$ cat src/rtl/waterfall_line_writer_if.sv
// rtl/waterfall_line_writer_if.sv - sdft read port and frame buffer write port bundle
//
// Purpose: groups the handshake/bus signals of waterfall_line_writer.
//   sdft side    : sdft_ready, sdft_bin_out (to writer); sdft_read,
//                  sdft_bin_addr, hold_start (from writer)
//   frame buffer : wr_en, wr_addr, wr_data (from writer)
// Modports: master = the line writer, slave = sdft / frame buffer / feeder.

interface waterfall_line_writer_if #(
   parameter int FREQ_W = 16,
   parameter int BIN_W  = 5,
   parameter int PIX_W  = 4,
   parameter int ADDR_W = 9
);
   logic              sdft_ready;
   logic [FREQ_W-1:0] sdft_bin_out;
   logic              sdft_read;
   logic [BIN_W-1:0]  sdft_bin_addr;
   logic              hold_start;
   logic              wr_en;
   logic [ADDR_W-1:0] wr_addr;
   logic [PIX_W-1:0]  wr_data;

   modport master (
      input  sdft_ready, sdft_bin_out,
      output sdft_read, sdft_bin_addr, hold_start,
      output wr_en, wr_addr, wr_data
   );

   modport slave (
      output sdft_ready, sdft_bin_out,
      input  sdft_read, sdft_bin_addr, hold_start,
      input  wr_en, wr_addr, wr_data
   );
endinterface

$ cat src/rtl/waterfall_line_writer.sv
// rtl/waterfall_line_writer.sv - sweeps sdft magnitudes into one row of a circular waterfall buffer
//
// Purpose: on each line_tick, owns the sdft read port, reads all LIMIT_BINS
// magnitudes, converts each to a PIX_W-bit intensity and writes them as one
// row of the frame buffer at {row_ptr, bin}. Upstream start pulses are held
// off while the sweep owns the sdft.
//
// Ports:
//   clk, reset   system clock, synchronous active-high reset
//   line_tick    one-cycle request to capture a spectrum line
//   bus          waterfall_line_writer_if.master (sdft read port + frame buffer write port)
//   row_ptr      row being / next to be written
//   line_done    one-cycle pulse after the last write of a row
//   overrun      one-cycle pulse when a line_tick is dropped
//
// Build option: WATERFALL_LOG_SCALE_EN selects log2 intensity (MSB position + 1)
// instead of the linear shift-and-saturate conversion.

module waterfall_line_writer #(
   parameter int LIMIT_BINS = 32,
   parameter int FREQ_W     = 16,
   parameter int PIX_W      = 4,
   parameter int ROWS       = 16,
   parameter int SHIFT      = 4,
   parameter int READ_LAT   = 2
) (
   input  logic                          clk,
   input  logic                          reset,
   input  logic                          line_tick,
   waterfall_line_writer_if.master       bus,
   output logic [$clog2(ROWS)-1:0]       row_ptr,
   output logic                          line_done,
   output logic                          overrun
);

   localparam int BIN_W     = $clog2(LIMIT_BINS);
   localparam int ROW_W     = $clog2(ROWS);
   localparam int PIX_MAX_I = (1 << PIX_W) - 1;
   localparam logic [BIN_W-1:0]    LAST_K    = BIN_W'(LIMIT_BINS - 1);
   localparam logic [READ_LAT-1:0] LAST_MASK = READ_LAT'(1) << (READ_LAT - 1);

   typedef enum logic [2:0] {
      S_IDLE,
      S_REQ,
      S_ISSUE,
      S_DRAIN,
      S_DONE
   } state_t;

   state_t            state, state_n;
   logic [BIN_W-1:0]  k_cnt;
   logic              pending;
   logic              issue;
   logic              upstream_busy;
   logic [PIX_W-1:0]  pix;

   // Valid/tag pipe that tracks each issued address until its magnitude
   // arrives READ_LAT cycles later.
   logic [READ_LAT-1:0] pipe_v;
   logic [BIN_W-1:0]    pipe_tag [READ_LAT];

   // Tokens still in flight other than the one exiting this cycle.
   assign upstream_busy = |(pipe_v & ~LAST_MASK);

   // ------------------------------------------------------------------
   // State register and sweep counters
   // ------------------------------------------------------------------
   always_ff @(posedge clk) begin
      if (reset) begin
         state   <= S_IDLE;
         k_cnt   <= '0;
         row_ptr <= '0;
         pending <= 1'b0;
      end else begin
         state <= state_n;

         if (state == S_ISSUE) begin
            k_cnt <= k_cnt + 1'b1;
         end else begin
            k_cnt <= '0;
         end

         if (state == S_DONE) begin
            row_ptr <= row_ptr + 1'b1;
         end

         // One request may queue behind a busy sweep; IDLE consumes it.
         if (state == S_IDLE) begin
            pending <= 1'b0;
         end else if (line_tick && !pending) begin
            pending <= 1'b1;
         end
      end
   end

   always_ff @(posedge clk) begin
      if (reset) begin
         pipe_v <= '0;
         for (int i = 0; i < READ_LAT; i++) begin
            pipe_tag[i] <= '0;
         end
      end else begin
         pipe_v[0]   <= issue;
         pipe_tag[0] <= k_cnt;
         for (int i = 1; i < READ_LAT; i++) begin
            pipe_v[i]   <= pipe_v[i-1];
            pipe_tag[i] <= pipe_tag[i-1];
         end
      end
   end

   // ------------------------------------------------------------------
   // Next state and sdft-side outputs
   // ------------------------------------------------------------------
   always_comb begin
      state_n           = state;
      issue             = 1'b0;
      line_done         = 1'b0;
      bus.sdft_read     = 1'b0;
      bus.sdft_bin_addr = '0;
      bus.hold_start    = 1'b0;

      case (state)
         S_IDLE: begin
            if (line_tick || pending) begin
               state_n = S_REQ;
            end
         end
         S_REQ: begin
            bus.sdft_read  = 1'b1;
            bus.hold_start = 1'b1;
            // sdft moves to its read state on the same edge it sees ready.
            if (bus.sdft_ready) begin
               state_n = S_ISSUE;
            end
         end
         S_ISSUE: begin
            bus.hold_start    = 1'b1;
            bus.sdft_bin_addr = k_cnt;
            issue             = 1'b1;
            // Dropping read on the final address returns sdft to wait.
            bus.sdft_read     = (k_cnt != LAST_K);
            if (k_cnt == LAST_K) begin
               state_n = S_DRAIN;
            end
         end
         S_DRAIN: begin
            bus.hold_start = 1'b1;
            // The last write happens in this cycle if only the exit stage
            // is occupied, so DONE lands the cycle after it.
            if (!upstream_busy) begin
               state_n = S_DONE;
            end
         end
         S_DONE: begin
            line_done = 1'b1;
            state_n   = S_IDLE;
         end
         default: begin
            state_n = S_IDLE;
         end
      endcase
   end

   assign overrun = line_tick && (state != S_IDLE) && pending;

   // ------------------------------------------------------------------
   // Magnitude to intensity conversion (combinational on the write cycle)
   // ------------------------------------------------------------------
`ifdef WATERFALL_LOG_SCALE_EN
   int bit_len;

   always_comb begin
      bit_len = 0;
      for (int i = 0; i < FREQ_W; i++) begin
         if (bus.sdft_bin_out[i]) begin
            bit_len = i + 1;
         end
      end
      if (bit_len > PIX_MAX_I) begin
         pix = '1;
      end else begin
         pix = PIX_W'(bit_len);
      end
   end
`else
   logic [FREQ_W-1:0] mag_shift;

   always_comb begin
      mag_shift = bus.sdft_bin_out >> SHIFT;
      if (mag_shift > FREQ_W'(PIX_MAX_I)) begin
         pix = '1;
      end else begin
         pix = mag_shift[PIX_W-1:0];
      end
   end
`endif

   // ------------------------------------------------------------------
   // Frame buffer write port
   // ------------------------------------------------------------------
   assign bus.wr_en   = pipe_v[READ_LAT-1];
   assign bus.wr_addr = {row_ptr, pipe_tag[READ_LAT-1]};
   assign bus.wr_data = bus.wr_en ? pix : '0;

endmodule

$ cat src/flat_wrapper.sv
// flat-port wrapper written by rule: the top's interface ports become plain ports
module waterfall_line_writer_flat 
#(
   parameter int LIMIT_BINS = 32,
   parameter int FREQ_W     = 16,
   parameter int PIX_W      = 4,
   parameter int ROWS       = 16,
   parameter int SHIFT      = 4,
   parameter int READ_LAT   = 2
)
  (clk, reset, line_tick, row_ptr, line_done, overrun, bus_sdft_ready, bus_sdft_bin_out, bus_sdft_read, bus_sdft_bin_addr, bus_hold_start, bus_wr_en, bus_wr_addr, bus_wr_data);
  waterfall_line_writer_if #(.FREQ_W(FREQ_W), .BIN_W(5), .PIX_W(PIX_W), .ADDR_W(9)) bus_i ();
  input  logic clk;
  input  logic reset;
  input  logic line_tick;
  output logic [$clog2(ROWS)-1:0] row_ptr;
  output logic line_done;
  output logic overrun;
  input wire logic [$bits(bus_i.sdft_ready)-1:0] bus_sdft_ready;
  input wire logic [$bits(bus_i.sdft_bin_out)-1:0] bus_sdft_bin_out;
  output wire logic [$bits(bus_i.sdft_read)-1:0] bus_sdft_read;
  output wire logic [$bits(bus_i.sdft_bin_addr)-1:0] bus_sdft_bin_addr;
  output wire logic [$bits(bus_i.hold_start)-1:0] bus_hold_start;
  output wire logic [$bits(bus_i.wr_en)-1:0] bus_wr_en;
  output wire logic [$bits(bus_i.wr_addr)-1:0] bus_wr_addr;
  output wire logic [$bits(bus_i.wr_data)-1:0] bus_wr_data;
  assign bus_i.sdft_ready = bus_sdft_ready;
  assign bus_i.sdft_bin_out = bus_sdft_bin_out;
  assign bus_sdft_read = bus_i.sdft_read;
  assign bus_sdft_bin_addr = bus_i.sdft_bin_addr;
  assign bus_hold_start = bus_i.hold_start;
  assign bus_wr_en = bus_i.wr_en;
  assign bus_wr_addr = bus_i.wr_addr;
  assign bus_wr_data = bus_i.wr_data;
  waterfall_line_writer #(.LIMIT_BINS(LIMIT_BINS), .FREQ_W(FREQ_W), .PIX_W(PIX_W), .ROWS(ROWS), .SHIFT(SHIFT), .READ_LAT(READ_LAT)) u_core (.clk(clk), .reset(reset), .line_tick(line_tick), .bus(bus_i), .row_ptr(row_ptr), .line_done(line_done), .overrun(overrun));
endmodule
$ cat config.mk
export PLATFORM = sky130hd
export DESIGN_NAME = waterfall_line_writer_flat
export DESIGN_NICKNAME = d
export VERILOG_FILES = /design/src/rtl/waterfall_line_writer_if.sv /design/src/rtl/waterfall_line_writer.sv /design/src/flat_wrapper.sv
export SDC_FILE = /design/constraint.sdc
export NUM_CORES = 1
export LEC_CHECK = 0
export ABC_AREA = 1
export BUFFER_PORTS_ARGS = -buffer_cell sky130_fd_sc_hd__buf_2
export CORE_AREA = 2 2 51 53
export DETAILED_ROUTE_END_ITERATION = 6
export DIE_AREA = 0 0 53 55
export HOLD_SLACK_MARGIN = 0.03
export PLACE_DENSITY = 0.84
export SYNTH_ARGS = -nofsm -noshare
export SYNTH_HDL_FRONTEND = slang
export SYNTH_SLANG_ARGS = --single-unit
$ cat constraint.sdc
create_clock -name clk -period 2.7 [get_ports clk]
set_input_delay 0.27 -clock clk [delete_from_list [all_inputs] [get_ports clk]]
set_output_delay 0.27 -clock clk [all_outputs]
set_load 0.02 [all_outputs]
Word-level counts from Yosys, hierarchy flattened
Memory sizes are Yosys's and may differ from the RTL's.
Index checks and enable logic that the tools add are counted.
{ "totals": {"register_bits": 15, "ramBits": 10, "memories": 1} }
{ "mem_list": {"columns": ["memory", "depth", "word_bits", "read_ports", "rd_clocked_by_memory_dff", "write_ports", "line", "source"], "rows": [
  ["u_core.pipe_tag", 2, 5, 2, 0, 2, "waterfall_line_writer.sv:60", "logic [BIN_W-1:0] pipe_tag [READ_LAT];"]
]} }
{ "classes": {"n_addsub": 2, "order_cmp": 1, "n_eq_ne": 10, "muxes": 17, "bitwise_logic": 3, "n_reduce_logical": 11} }
{ "op_table": {"columns": ["operator", "count"], "rows": [
  ["two-way mux 5 bit", 3],
  ["> comparator 12 x 4 -> 1 bit, second input constant", 1],
  ["two-way mux 3 bit", 4],
  ["one-hot mux 3 bit (4 select lines)", 1],
  ["two-way mux 4 bit", 2],
  ["!= test 2 bit, second input constant", 4],
  ["== test 3 x 2 -> 1 bit, second input constant", 2],
  ["two-way mux 1 bit", 6],
  ["adder 5 x 1 -> 5 bit, second input constant", 1],
  ["== test 5 bit, second input constant", 1],
  ["!= test 5 bit, second input constant", 1],
  ["adder 4 x 1 -> 4 bit, second input constant", 1],
  ["AND reduction 4 bit", 1],
  ["OR reduction 2 bit", 2],
  ["== test 3 x 1 -> 1 bit, second input constant", 1],
  ["== test 3 bit, second input constant", 1],
  ["logical AND 1 bit", 3],
  ["zero test 3 bit", 1],
  ["nonzero test 3 bit", 1],
  ["OR reduction 3 bit", 1],
  ["OR 1 bit", 2],
  ["one-hot mux 1 bit (2 select lines)", 1],
  ["zero test 1 bit", 1],
  ["logical OR 1 bit", 1],
  ["inverter 1 bit", 1]
]} }

Longest topological paths before layout
Gate-level depths: netlist of the first run.
{ "logic_depth": {"depth_word": 3, "mapped_depth": 10, "depth_no_buf": 10} }

Least setup slack after synthesis of the first run
OpenSTA, ideal clock, no wires.
{ "synth_timing": {"path_type": "flip-flop to output port", "start": "register u_core.k_cnt[0]", "end": "output port bus_sdft_read", "arrival_ns": 1.111, "t_required_ns": 2.430, "setup_slack_ns": 1.319, "path_stages_with_launch": 8, "path_cell_list": "dfxtp_1 ha_1 nand2_1 nor2_1 ha_1 inv_1 nand3_2 nand2_1"} }
{ "synth_via": {"elab_chain_cells": 2} }
{ "synth_lines": {"columns": ["element", "line", "source"], "rows": [
  ["from (decl)", "waterfall_line_writer.sv:51", "logic [BIN_W-1:0] k_cnt;"],
  ["from (signal assigned)", "waterfall_line_writer.sv:78", "k_cnt <= k_cnt + 1'b1;"],
  ["!= test 5 bit", "waterfall_line_writer.sv:142", "bus.sdft_read = (k_cnt != LAST_K);"],
  ["one-hot mux 1 bit (2 select lines)", "waterfall_line_writer.sv:123", "case (state)"],
  ["to (decl)", "flat_wrapper.sv:21", "output wire logic [$bits(bus_i.sdft_read)-1:0] bus_sdft_read;"]
]} }
No other way between the ends.

Final worst setup path of the first run
Same ends and word-level chain as after synthesis.

==> out/qor.yml, run 1 <==
run_status:
  outcome: "completed"
clock_tree:
  cts.sinks: 25
  clockBufferDepth: 2
  hold_buffers: 0
  cts_inserted_buffers: 3
  cts_resized: 0
  cts_tree: "yes"
  insertion_delay_ns: 0.32
  cts_setup_buffers: 0
  ctsRootBufferMaster: "clkbuf_4"
  htree_levels: 1
  path_clk_slew_ns: 0.14
grt:
  track_usage_pct: 13.1
  use_met3_pct: 3.23
  antenna_found_initial: 0
  busiest_layer: "met2"
  grt_pass1_wl_um: 2800
  grt_start_max_net_pins: 17
  met1_usage_pct: 15.0
  grt_util_met2_pct: 22.9
  overflow: 0
  grt_pass1_vias: 733
synth:
  yosys-top-cells-count: "nor2_1, inv_1, dfxtp_1"
  synth-xor-area-share_pct: 0.780
  synth.mux.area_fraction_pct: 0
  synthFlopType: "dfxtp_1"
  synth_nets: 177
  async_reset_ff_share_pct: 0
  synthMostInstantiatedCell: "nor2_1"
  synthAdderAreaFrac_pct: 3.34
  synth_edf_count: 0
  yosysTopAreaCell: "dfxtp_1"
  synth_simple_gate_area_share_pct: 29.4
  synthTopCellsByArea: "dfxtp_1, nor2_1, inv_1, buf_4, nand2_1"
  synth_cell_type_count: 21
  yosysWarningCount: 0
  postSynthCellCount: 154
  netlist.area_leader.share_pct: 44.5
  synth-compound-area-share_pct: 4.45
  yosys_register_bits: 25
  syn_area_per_cell_um2: 7.30
  yosysSeqAreaShare_pct: 44.5
  syn-cell-area_um2: 1120
  synth_top_family_by_area: "simple AND/OR/NAND/NOR gates"
setup_path:
  worstSetupStartpointType: "register"
  crit_path_end_kind: "primary output"
  path_class: "register to primary output"
  cp.arrival_ns: 1.59
  critPathRequiredTime_ns: 2.43
  cp_max_fo: 5
  critical-path-top-delay-family: "adder cells"
  slowest_stage: "dfxtp_1"
  cpPeakStageDelay_ns: 0.37
  cp_cell_sequence: "ha_1 > nand2_1 > nor2_1 > ha_1 > inv_1 > nand3_2 > nand2_1 > buf_2"
  path_buf_inv: 2
placement:
  io_buffers: 42
  globalplace.congestion: 0.804
  dpl_worst_slack_ns: 1.21
  dpl.hpwl_um: 1420
timing:
  tightestPinTransition_ns: 0.283
  hold_viol_final: 0
  worst_slack_ns: 0.838
  slew_headroom_pct: 81.2
  worst_clock_skew_ns: 0.0101
  rsz0062_at_grt: "false"
  setup_violations: 0
  fmax_ghz: 0.537
  min_period_over_period_pct: 69.0
  fin_setup_tns_ns: 0
  period_needed_ns: 1.86
  slew_violations: 0
floorplan:
  pin_count: 47
  rows: 18
  core_um2: 2360
  die_area_um2: 2920
  start_util_pct: 47.5
  fp.dieW_um: 53
  die_h_um: 55
detailed_routing:
  vias: 953
  wl_per_cell_um: 8.21
  drtPass1Iterations: 4
  routed_via_density: 4.35
  drt-total-wl_um: 1800
  antenna_left: 0
  drtIter0Drc: 15
  drc_errors: 0
finish:
  insertedDiodeCount: 0
  fillCellCount: 232
  regArea_um2: 500
  nNetsFinal: 213
  areaGrowthSynthToFinish_pct: 17.9
  layout-drive-gt1-share_pct: 29.6
  multiInputGateArea_um2: 427
power_and_ir_drop:
  p_sw_share_pct: 37.4
  cellPowerDensity_nw_per_um2: 666
  p_leak_nw: 0.683
  pwr-share-comb_pct: 31.9
  p_clk_share_pct: 18.9
  seq_power_share_pct: 49.2
  switching_power_w: 0.000330
  ir_worst_vdd_v: 0.000577
  internal_power_w: 0.000552
min_path:
  hold_class: "input pin to register"
run:
  drv_cap: 0
==> placed cells by master (no fill, tap or decap) <==
cell,n
xor2_1,1
buf_2,42
o21ai_1,1
clkbuf_4,3
nand3_1,5
inv_1,29
nand2_1,15
nor2_4,1
nand3_2,2
nand2_4,1
dfxtp_1,25
nor3_1,4
clkinvlp_4,1
inv_2,3
nand4_1,3
nor2_2,2
nor3b_2,1
nor2_1,38
a21oi_1,8
o21ai_0,1
ha_1,3
==> worst register-to-register path, delay by kind of cell (launching register included) <==
kind,cells,cell delay (ns)
and+or+nand+nor,7,0.61
DFF,1,0.42
adders and majority gates,2,0.33
buffers and inverters,1,0.04
==> sequential cells by signal, summed over array words and instances (netlist names) <==
signal,flops
u_core.pipe_v,2
u_core.state,3
u_core.pipe_tag,10
u_core.pending,1
u_core.k_cnt,5
u_core.row_ptr,4
==> final timing paths <==
check / start / end / slack (ns) / depth (start not counted)
max: u_core.k_cnt[0] / bus_sdft_read / 0.84 / 8
min: line_tick / u_core.pending / 0.29 / 3
max reg2reg: u_core.k_cnt[0] / u_core.state[2] / 1.23 / 10
min reg2reg: u_core.pipe_tag[0][3] / u_core.pipe_tag[0][8] / 0.41 / 2
==> layer usage <==
layer  vias up  routed length, µm
li1        523                  -
met1       394                833
met2        34                797
met3         2                153
met4         0                 13
met5         -                  0
==> power by group through the flow <==
stage	clock, W	sequential (W)	combinational [W]
6_report	0.000167	0.000434	0.000281
3_5_place_dp	0	0.000442	0.000282
5_1_grt	0.000189	0.000441	0.000314
4_1_cts	0.000172	0.000434	0.000284
3_3_place_gp	0	0.000441	0.000280
2_1_floorplan	0	0.000439	0.000216
==> cells by family (layout without fill, tap and decap cells) <==
kind of cell / count (synthesis) / after routing
DFF: 25 / 25
AOI/OAI and AO/OA: 10 / 10
buffers and inverters: 43 / 78
xor gates and xnor gates: 1 / 1
and+or+nand+nor: 72 / 72
adders and majority gates: 3 / 3
==> stage by stage <==
step	total power, W	utilization, %	hold slack (ns)	std cells	cell area, µm²
after global placement	0.000721	54.8	0.391	215	1290
after floorplan	0.000656	-	0.388	154	1120
after detailed placement	0.000725	54.8	0.393	215	1290
after CTS	0.000889	56.0	0.287	219	1330
final	0.000882	56.0	0.286	219	1330
after global routing	0.000943	56.0	0.275	219	1330
==> final cells by class <==
class | count | area share (%)
well taps | 30 | 2.83
repair buffers | 42 | 15.9
clock buffers | 3 | 1.70
inverters | 32 | 9.07
clock inverters | 1 | 0.567
flip-flops and latches | 25 | 37.8
multi-input cells | 86 | 32.2
(Power assumes the default switching activity.)
==> inputs of run 2 (changes only) <==
- ABC_AREA: 1 -> 0
- CORE_AREA: 2 2 51 53 -> 2 2 54 56
- DIE_AREA: 0 0 53 55 -> 0 0 56 58
- PLACE_DENSITY: 0.84 -> 0.76
- clock period: 2.7 -> 1.65 ns (I/O delays scaled with it)
==> out/qor.yml, run 2 <==
floorplan:
  die_h_um: 58  # was 55 µm
  core_um2: 2660  # was 2360 µm²
  die_area_um2: 3250  # was 2920 µm²
  pin_count: 47  # unchanged
  rows: 19  # was 18
  fp.dieW_um: 56  # was 53 µm
  start_util_pct: 39.8  # was 47.5%
finish:
  reg.largest.list: "u_core.pipe_tag (10), u_core.k_cnt (5), u_core.row_ptr (4)"  # unchanged
  regMostFlops: "u_core.pipe_tag"  # unchanged
  fin_area_um2: 1320  # was 1330 µm²
  nNetsFinal: 170  # was 213
  areaGrowthSynthToFinish_pct: 24.2  # was 17.9%
  mostFrequentLayoutCells: "buf_2, dfxtp_1, nor2_1"  # was buf_2, nor2_1, inv_1
  largest_reg_flops: 10  # unchanged
  layout_commonest_cell: "buf_2"  # unchanged
  fin_cells: 177  # was 219
  layout-drive-gt1-share_pct: 43.2  # was 29.6%
  post-route-util_pct: 49.4  # was 56.0%
  insertedDiodeCount: 0  # unchanged
timing:
  slew_headroom_pct: 81.9  # was 81.2%
  hold_viol_final: 0  # unchanged
  fmax_ghz: 0.559
  worst_slack_ns: -0.139  # was 0.838 ns
  worst_clock_skew_ns: 0.00160  # was 0.0101 ns
  rsz0062_at_grt: "true"  # was false
  hold_ws_ns: 0.131  # was 0.286 ns
  tightestPinTransition_ns: 0.269  # was 0.283 ns
  period_needed_ns: 1.79
  min_period_over_period_pct: 108
  setup_violations: 1  # was 0
  slew_violations: 0  # unchanged
placement:
  dpl.cell_count: 171  # was 215
  dpl_worst_slack_ns: 0.0308  # was 1.21 ns
  globalplace.congestion: 0.738  # was 0.804
  io_buffers: 42  # unchanged
  dpl.hpwl_um: 1510  # was 1420 µm
  placed_cell_area_um2: 1230  # was 1290 µm²
synth:
  synth_edf_count: 0  # unchanged
  yosysWarningCount: 0  # unchanged
  synthFlopType: "dfxtp_1"  # unchanged
  syn_area_per_cell_um2: 9.80  # was 7.30 µm²
  synthMostInstantiatedCell: "dfxtp_1"  # was nor2_1
  syn-cell-area_um2: 1060  # was 1120 µm²
  synth_nets: 131  # was 177
  yosys_register_bits: 25  # unchanged
  synth_cell_type_count: 29  # was 21
  yosysSeqAreaShare_pct: 47.3  # was 44.5%
  netlist.area_leader.share_pct: 47.3  # was 44.5%
  synthTopCellsByArea: "dfxtp_1, buf_4, nor2b_1, nor2_1, and2_1"  # was dfxtp_1, nor2_1, inv_1, buf_4, nand2_1
  yosys-top-cells-count: "dfxtp_1, nor2_1, nor2b_1"  # was nor2_1, inv_1, dfxtp_1
  yosysTopAreaCell: "dfxtp_1"  # unchanged
  async_reset_ff_share_pct: 0  # unchanged
  postSynthCellCount: 108  # was 154
setup_path:
  path_class: "register to primary output"  # unchanged
  critical-path-top-delay-family: "simple AND/OR/NAND/NOR gates"  # was adder cells
  cp.arrival_ns: 1.62  # was 1.59 ns
  crit_path_end_kind: "primary output"  # unchanged
  path_buf_inv: 1  # was 2
  crit_top_cell: "ha_4"
  worstSetupStartpointType: "register"  # unchanged
  cp_cell_sequence: "ha_4 > and3_4 > ha_4 > nor3b_2 > a21oi_1 > nor2_1 > buf_4"  # was ha_1 > nand2_1 > nor2_1 > ha_1 > inv_1 > nand3_2 > nand2_1 > buf_2
  cpPeakStageDelay_ns: 0.36  # was 0.37 ns
  cp_max_fo: 2  # was 5
  critPathRequiredTime_ns: 1.48  # was 2.43 ns
  slowest_stage: "dfxtp_2"  # was dfxtp_1
power_and_ir_drop:
  cellPowerDensity_nw_per_um2: 751  # was 666 nW/µm²
  p_leak_nw: 0.628  # was 0.683 nW
  ir_worst_vdd_v: 0.000511  # was 0.000577 V
clock_tree:
  cts_tree: "yes"  # unchanged
  cts_inserted_buffers: 3  # unchanged
  path_clk_slew_ns: 0.13  # was 0.14 ns
  cts.sinks: 25  # unchanged
  insertion_delay_ns: 0.31  # was 0.32 ns
  ctsRootBufferMaster: "clkbuf_4"  # unchanged
  hold_buffers: 0  # unchanged
  clockBufferDepth: 2  # unchanged
  htree_levels: 1  # unchanged
grt:
  grt_start_max_net_pins: 18  # was 17
  antenna_found_initial: 0  # unchanged
  grt_pass1_wl_um: 3420  # was 2800 µm
  grt_pass1_vias: 752  # was 733
  overflow: 0  # unchanged
  track_usage_pct: 13.4  # was 13.1%
detailed_routing:
  drtIter0Drc: 17  # was 15
  drc_errors: 0  # unchanged
  drt-total-wl_um: 2030  # was 1800 µm
  wl_per_cell_um: 11.5  # was 8.21 µm
  drtPass1Iterations: 4  # unchanged
  routed_via_density: 4.77  # was 4.35
  antenna_left: 0  # unchanged
  vias: 844  # was 953
run_status:
  outcome: "finished with violations"  # was completed
  violations: "negative setup slack"
run:
  drv_cap: 0  # unchanged
min_path:
  hold_class: "input pin to register"  # unchanged
==> run 2: path summary, 6_finish.rpt <==
check,start,to,slack [ns],cells after the start
worst max-delay path,u_core.k_cnt[0],bus_sdft_read,-0.14,7
worst min-delay path,bus_sdft_ready,u_core.state[1],0.13,3
worst max register to register,u_core.k_cnt[0],u_core.state[0],0.15,6
worst min register to register,u_core.pipe_tag[0][4],u_core.pipe_tag[0][9],0.45,1
==> run 2: power by group <==
part / internal [W] / switching (W)
Clock: 0.0000905 / 0.000171
Sequential: 0.000614 / 0.0000165
Combinational: 0.0000466 / 0.0000493
==> run 2: worst reg2reg max path: stages (launching register included) <==
cell     delay, ns
dfxtp_2       0.37
ha_4          0.14
and3_4        0.20
ha_4          0.13
inv_1         0.03
mux4_2        0.44
nor3_1        0.12
==> run 2: repair_timing <==
item / 4_1_cts / 5_1_grt
resized for setup: 10 / 1
buffers inserted: 2 / 0
pin swaps: 1 / 1
setup endpoints to repair: 6 / 6
==> run 2: cells by family (layout without fill, tap and decap cells) <==
family | count (synthesis) | in the layout | synth area share (%)
multiplexers | 2 | 2 | 3.07
flip-flops | 25 | 25 | 47.3
AND/OR/NAND/NOR | 49 | 49 | 27.0
AO/OA/AOI/OAI | 9 | 9 | 6.03
adder cells (fa/ha/maj) | 3 | 3 | 3.55
XOR/XNOR | 4 | 4 | 3.31
buffers and inverters | 16 | 54 | 9.81
==> run 2: area by class of cell <==
class,count,area (µm²)
clock inverter,1,5.00
inverter,5,18.8
timing repair buffer,45,235
clock buffer,3,22.5
sequential,25,505
multi-input combinational,67,489
tap,31,38.8
fill,266,1350
==> run 2: per-stage QoR <==
stage                     setup TNS (ns)  power [W]
final                             -0.139   0.000988
after global routing              -0.809    0.00103
after CTS                         -0.172   0.000999
after detailed placement               0   0.000734
after global placement                 0   0.000730
after floorplan                        0   0.000698
==> run 2: per-layer routing <==
layer	vias to the layer above	track usage, %	part of all wire, %
met4	0	7.14	1.3
met3	4	3.35	7.8
met2	34	23.7	52
met1	382	14.9	39
li1	424	-	-
met5	-	0	0
==> inputs of run 3 (changes only) <==
- CELL_PAD_IN_SITES_DETAIL_PLACEMENT: unset -> 1
- CELL_PAD_IN_SITES_GLOBAL_PLACEMENT: unset -> 2
- CORE_AREA: 2 2 54 56 -> 2 2 51 101
- DIE_AREA: 0 0 56 58 -> 0 0 53 103
- PLACE_DENSITY: 0.76 -> 0.75
- RECOVER_POWER: unset -> 50
==> out/qor.yml, run 3 (same netlist as run 2, synthesis figures left out) <==
run_status:
  outcome: "finished with violations"  # unchanged
  violations: "negative setup slack"  # unchanged
floorplan:
  die_h_um: 103  # was 58 µm
  die_area_um2: 5460  # was 3250 µm²
  rows: 36  # was 19
  start_util_pct: 22.4  # was 39.8%
  pin_count: 47  # unchanged
  fp.dieW_um: 53  # was 56 µm
  core_um2: 4730  # was 2660 µm²
power_and_ir_drop:
  p_clk_share_pct: 33.2  # was 26.5%
  seq_power_share_pct: 57.8  # was 63.8%
  ir_worst_vdd_v: 0.000496  # was 0.000511 V
  p_leak_nw: 0.584  # was 0.628 nW
  pwr-share-comb_pct: 8.9  # was 9.7%
  p_sw_share_pct: 23.8  # was 24.0%
  internal_power_w: 0.000830  # was 0.000751 W
  cellPowerDensity_nw_per_um2: 798  # was 751 nW/µm²
  switching_power_w: 0.000259  # was 0.000237 W
min_path:
  hold_class: "input pin to register"  # unchanged
  hp-start: "line_tick"  # was bus_sdft_ready
  holdPathStages: 3  # unchanged
  min_to: "u_core.pending"  # was u_core.state[1]
setup_path:
  path_class: "register to primary output"  # unchanged
  crit_path_end_kind: "primary output"  # unchanged
  reg2reg_depth: 6  # unchanged
  rrSetupSlack_ns: 0.15  # about the same
  cp_max_fo: 2  # unchanged
  cp.arrival_ns: 1.53  # was 1.62 ns
  r2r-start: "u_core.k_cnt[0]"  # unchanged
  critPathRequiredTime_ns: 1.48  # about the same
  worstSetupStartpointType: "register"  # unchanged
  reg2reg_to: "u_core.state[0]"  # unchanged
detailed_routing:
  routed_via_density: 4.10  # was 4.77
  wl_met3_um: 227  # was 159 µm
  drc_errors: 0  # unchanged
  met2_length_um: 1030  # was 1060 µm
  vias: 836  # was 844
  drtPass1Iterations: 2  # was 4
  drtIter0Drc: 4  # was 17
  top_layer: "met4"  # unchanged
  wl_per_cell_um: 10.9  # was 11.5 µm
  antenna_left: 0  # unchanged
  met1Wirelength_um: 953  # was 789 µm
  drt-total-wl_um: 2230  # was 2030 µm
clock_tree:
  cts_inserted_buffers: 3  # unchanged
  ctsRootBufferMaster: "clkbuf_8"  # was clkbuf_4
  cts.sinks: 25  # unchanged
  insertion_delay_ns: 0.26  # was 0.31 ns
  path_clk_slew_ns: 0.09  # was 0.13 ns
  cts_tree: "yes"  # unchanged
  htree_levels: 1  # unchanged
  clockBufferDepth: 2  # unchanged
finish:
  fillCellCount: 577  # was 266
  layout_commonest_cell: "buf_2"  # unchanged
  layout-drive-gt1-share_pct: 36.1  # was 43.2%
  mostFrequentLayoutCells: "buf_2, dfxtp_1, nor2_1"  # unchanged
  nNetsFinal: 171  # was 170
  regMostFlops: "u_core.pipe_tag"  # unchanged
  areaGrowthSynthToFinish_pct: 28.8  # was 24.2%
  fin_area_um2: 1360  # was 1320 µm²
  regArea_um2: 505  # unchanged
  insertedDiodeCount: 0  # unchanged
  largest_reg_flops: 10  # unchanged
  multiInputGateArea_um2: 492  # was 489 µm²
  reg.largest.list: "u_core.pipe_tag (10), u_core.k_cnt (5), u_core.row_ptr (4)"  # unchanged
timing:
  slew_headroom_pct: 78.3  # was 81.9%
  setup_violations: 1  # unchanged
  tightestPinTransition_ns: 0.325  # was 0.269 ns
  min_period_over_period_pct: 103  # was 108%
  rsz0062_at_grt: "true"  # unchanged
  fmax_ghz: 0.588  # was 0.559 GHz
  worst_clock_skew_ns: 0.00543  # was 0.00160 ns
  slew_violations: 0  # unchanged
  period_needed_ns: 1.70  # was 1.79 ns
  hold_viol_final: 0  # unchanged
  fin_setup_tns_ns: -0.0495  # was -0.139 ns
  worst_slack_ns: -0.0495  # was -0.139 ns
placement:
  globalplace.congestion: 0.765  # was 0.738
  io_buffers: 42  # unchanged
  placed_cell_area_um2: 1270  # was 1230 µm²
  dpl.hpwl_um: 1700  # was 1510 µm
  dpl_worst_slack_ns: 0.0760  # was 0.0308 ns
run:
  drv_cap: 0  # unchanged
grt:
  track_usage_pct: 8.49  # was 13.4%
  overflow: 0  # unchanged
  grt_pass1_vias: 788  # was 752
  antenna_found_initial: 0  # unchanged
  grt_pass1_wl_um: 3590  # was 3420 µm
  grt_start_max_net_pins: 18  # unchanged
## run 3: cell types whose count changed in the layout (fill, tap and decap cells not counted), sizes merged
| cell | change |
|---|---|
| clkbuf | +12 |
| buf | -11 |
| clkinv | -1 |
| clkinvlp | +1 |
## run 3: metal layers
layer  vias to the layer above  GRT usage [%]
li1                        422              -
met1                       375           11.3
met2                        37           13.8
met3                         2           1.59
met4                         0           2.37
met5                         -              0
## run 3: per-stage QoR
| stage | hold slack, ns | utilization, % | power (W) | instances |
|---|---|---|---|---|
| global placement | 0.421 | 26.9 | 0.000735 | 198 |
| global route | 0.253 | 28.8 | 0.00115 | 204 |
| finish | 0.183 | 28.8 | 0.00109 | 204 |
| detailed placement | 0.426 | 26.9 | 0.000738 | 198 |
| CTS | 0.185 | 29.0 | 0.00111 | 204 |
| floorplan | 0.237 | - | 0.000698 | 108 |
## run 3: power groups by stage
stage,Sequential [W],Combinational [W],Clock [W]
finish,0.000630,0.0000970,0.000362
global route,0.000632,0.000109,0.000407
CTS,0.000629,0.0000991,0.000382
detailed placement,0.000642,0.0000957,0
global placement,0.000642,0.0000933,0
floorplan,0.000634,0.0000643,0
## run 3: worst max-delay path: stages, from the launching register on
cell     delay, ns
dfxtp_2       0.35
ha_4          0.16
and3_4        0.18
ha_4          0.15
nor3b_2       0.14
a21oi_1       0.05
nor2_1        0.09
buf_4         0.15
## run 3: cell type report
class / count / share of cell area, %
clock buffers: 3 / 3.03
clock inverters: 1 / 0.550
inverters: 5 / 1.38
multi-input cells: 67 / 36.1
flip-flops and latches: 25 / 37.1
well taps: 57 / 5.23
repair buffers: 46 / 16.7
## run 3: worst max-delay path by stage
stage / start / depth (start not counted) / slack, ns / endpoint
3_5_place_dp: u_core.k_cnt[1] / 6 / 0.08 / u_core.state[0]
4_1_cts: u_core.k_cnt[1] / 7 / -0.11 / bus_sdft_read
5_1_grt: u_core.k_cnt[1] / 7 / -0.16 / bus_sdft_read
2_1_floorplan: u_core.k_cnt[0] / 6 / 0.1 / bus_sdft_read
3_3_place_gp: u_core.k_cnt[1] / 7 / 0.09 / bus_sdft_read
6_report: u_core.k_cnt[0] / 7 / -0.05 / bus_sdft_read
## run 3: timing repair
item | 4_1_cts | 5_1_grt
hold buffers | 0 | 0
endpoints found under the setup margin | 6 | 6
setup buffers | 2 | 0
pin swaps | 3 | 3
gates resized for setup | 9 | 3
gates cloned | 0 | 0
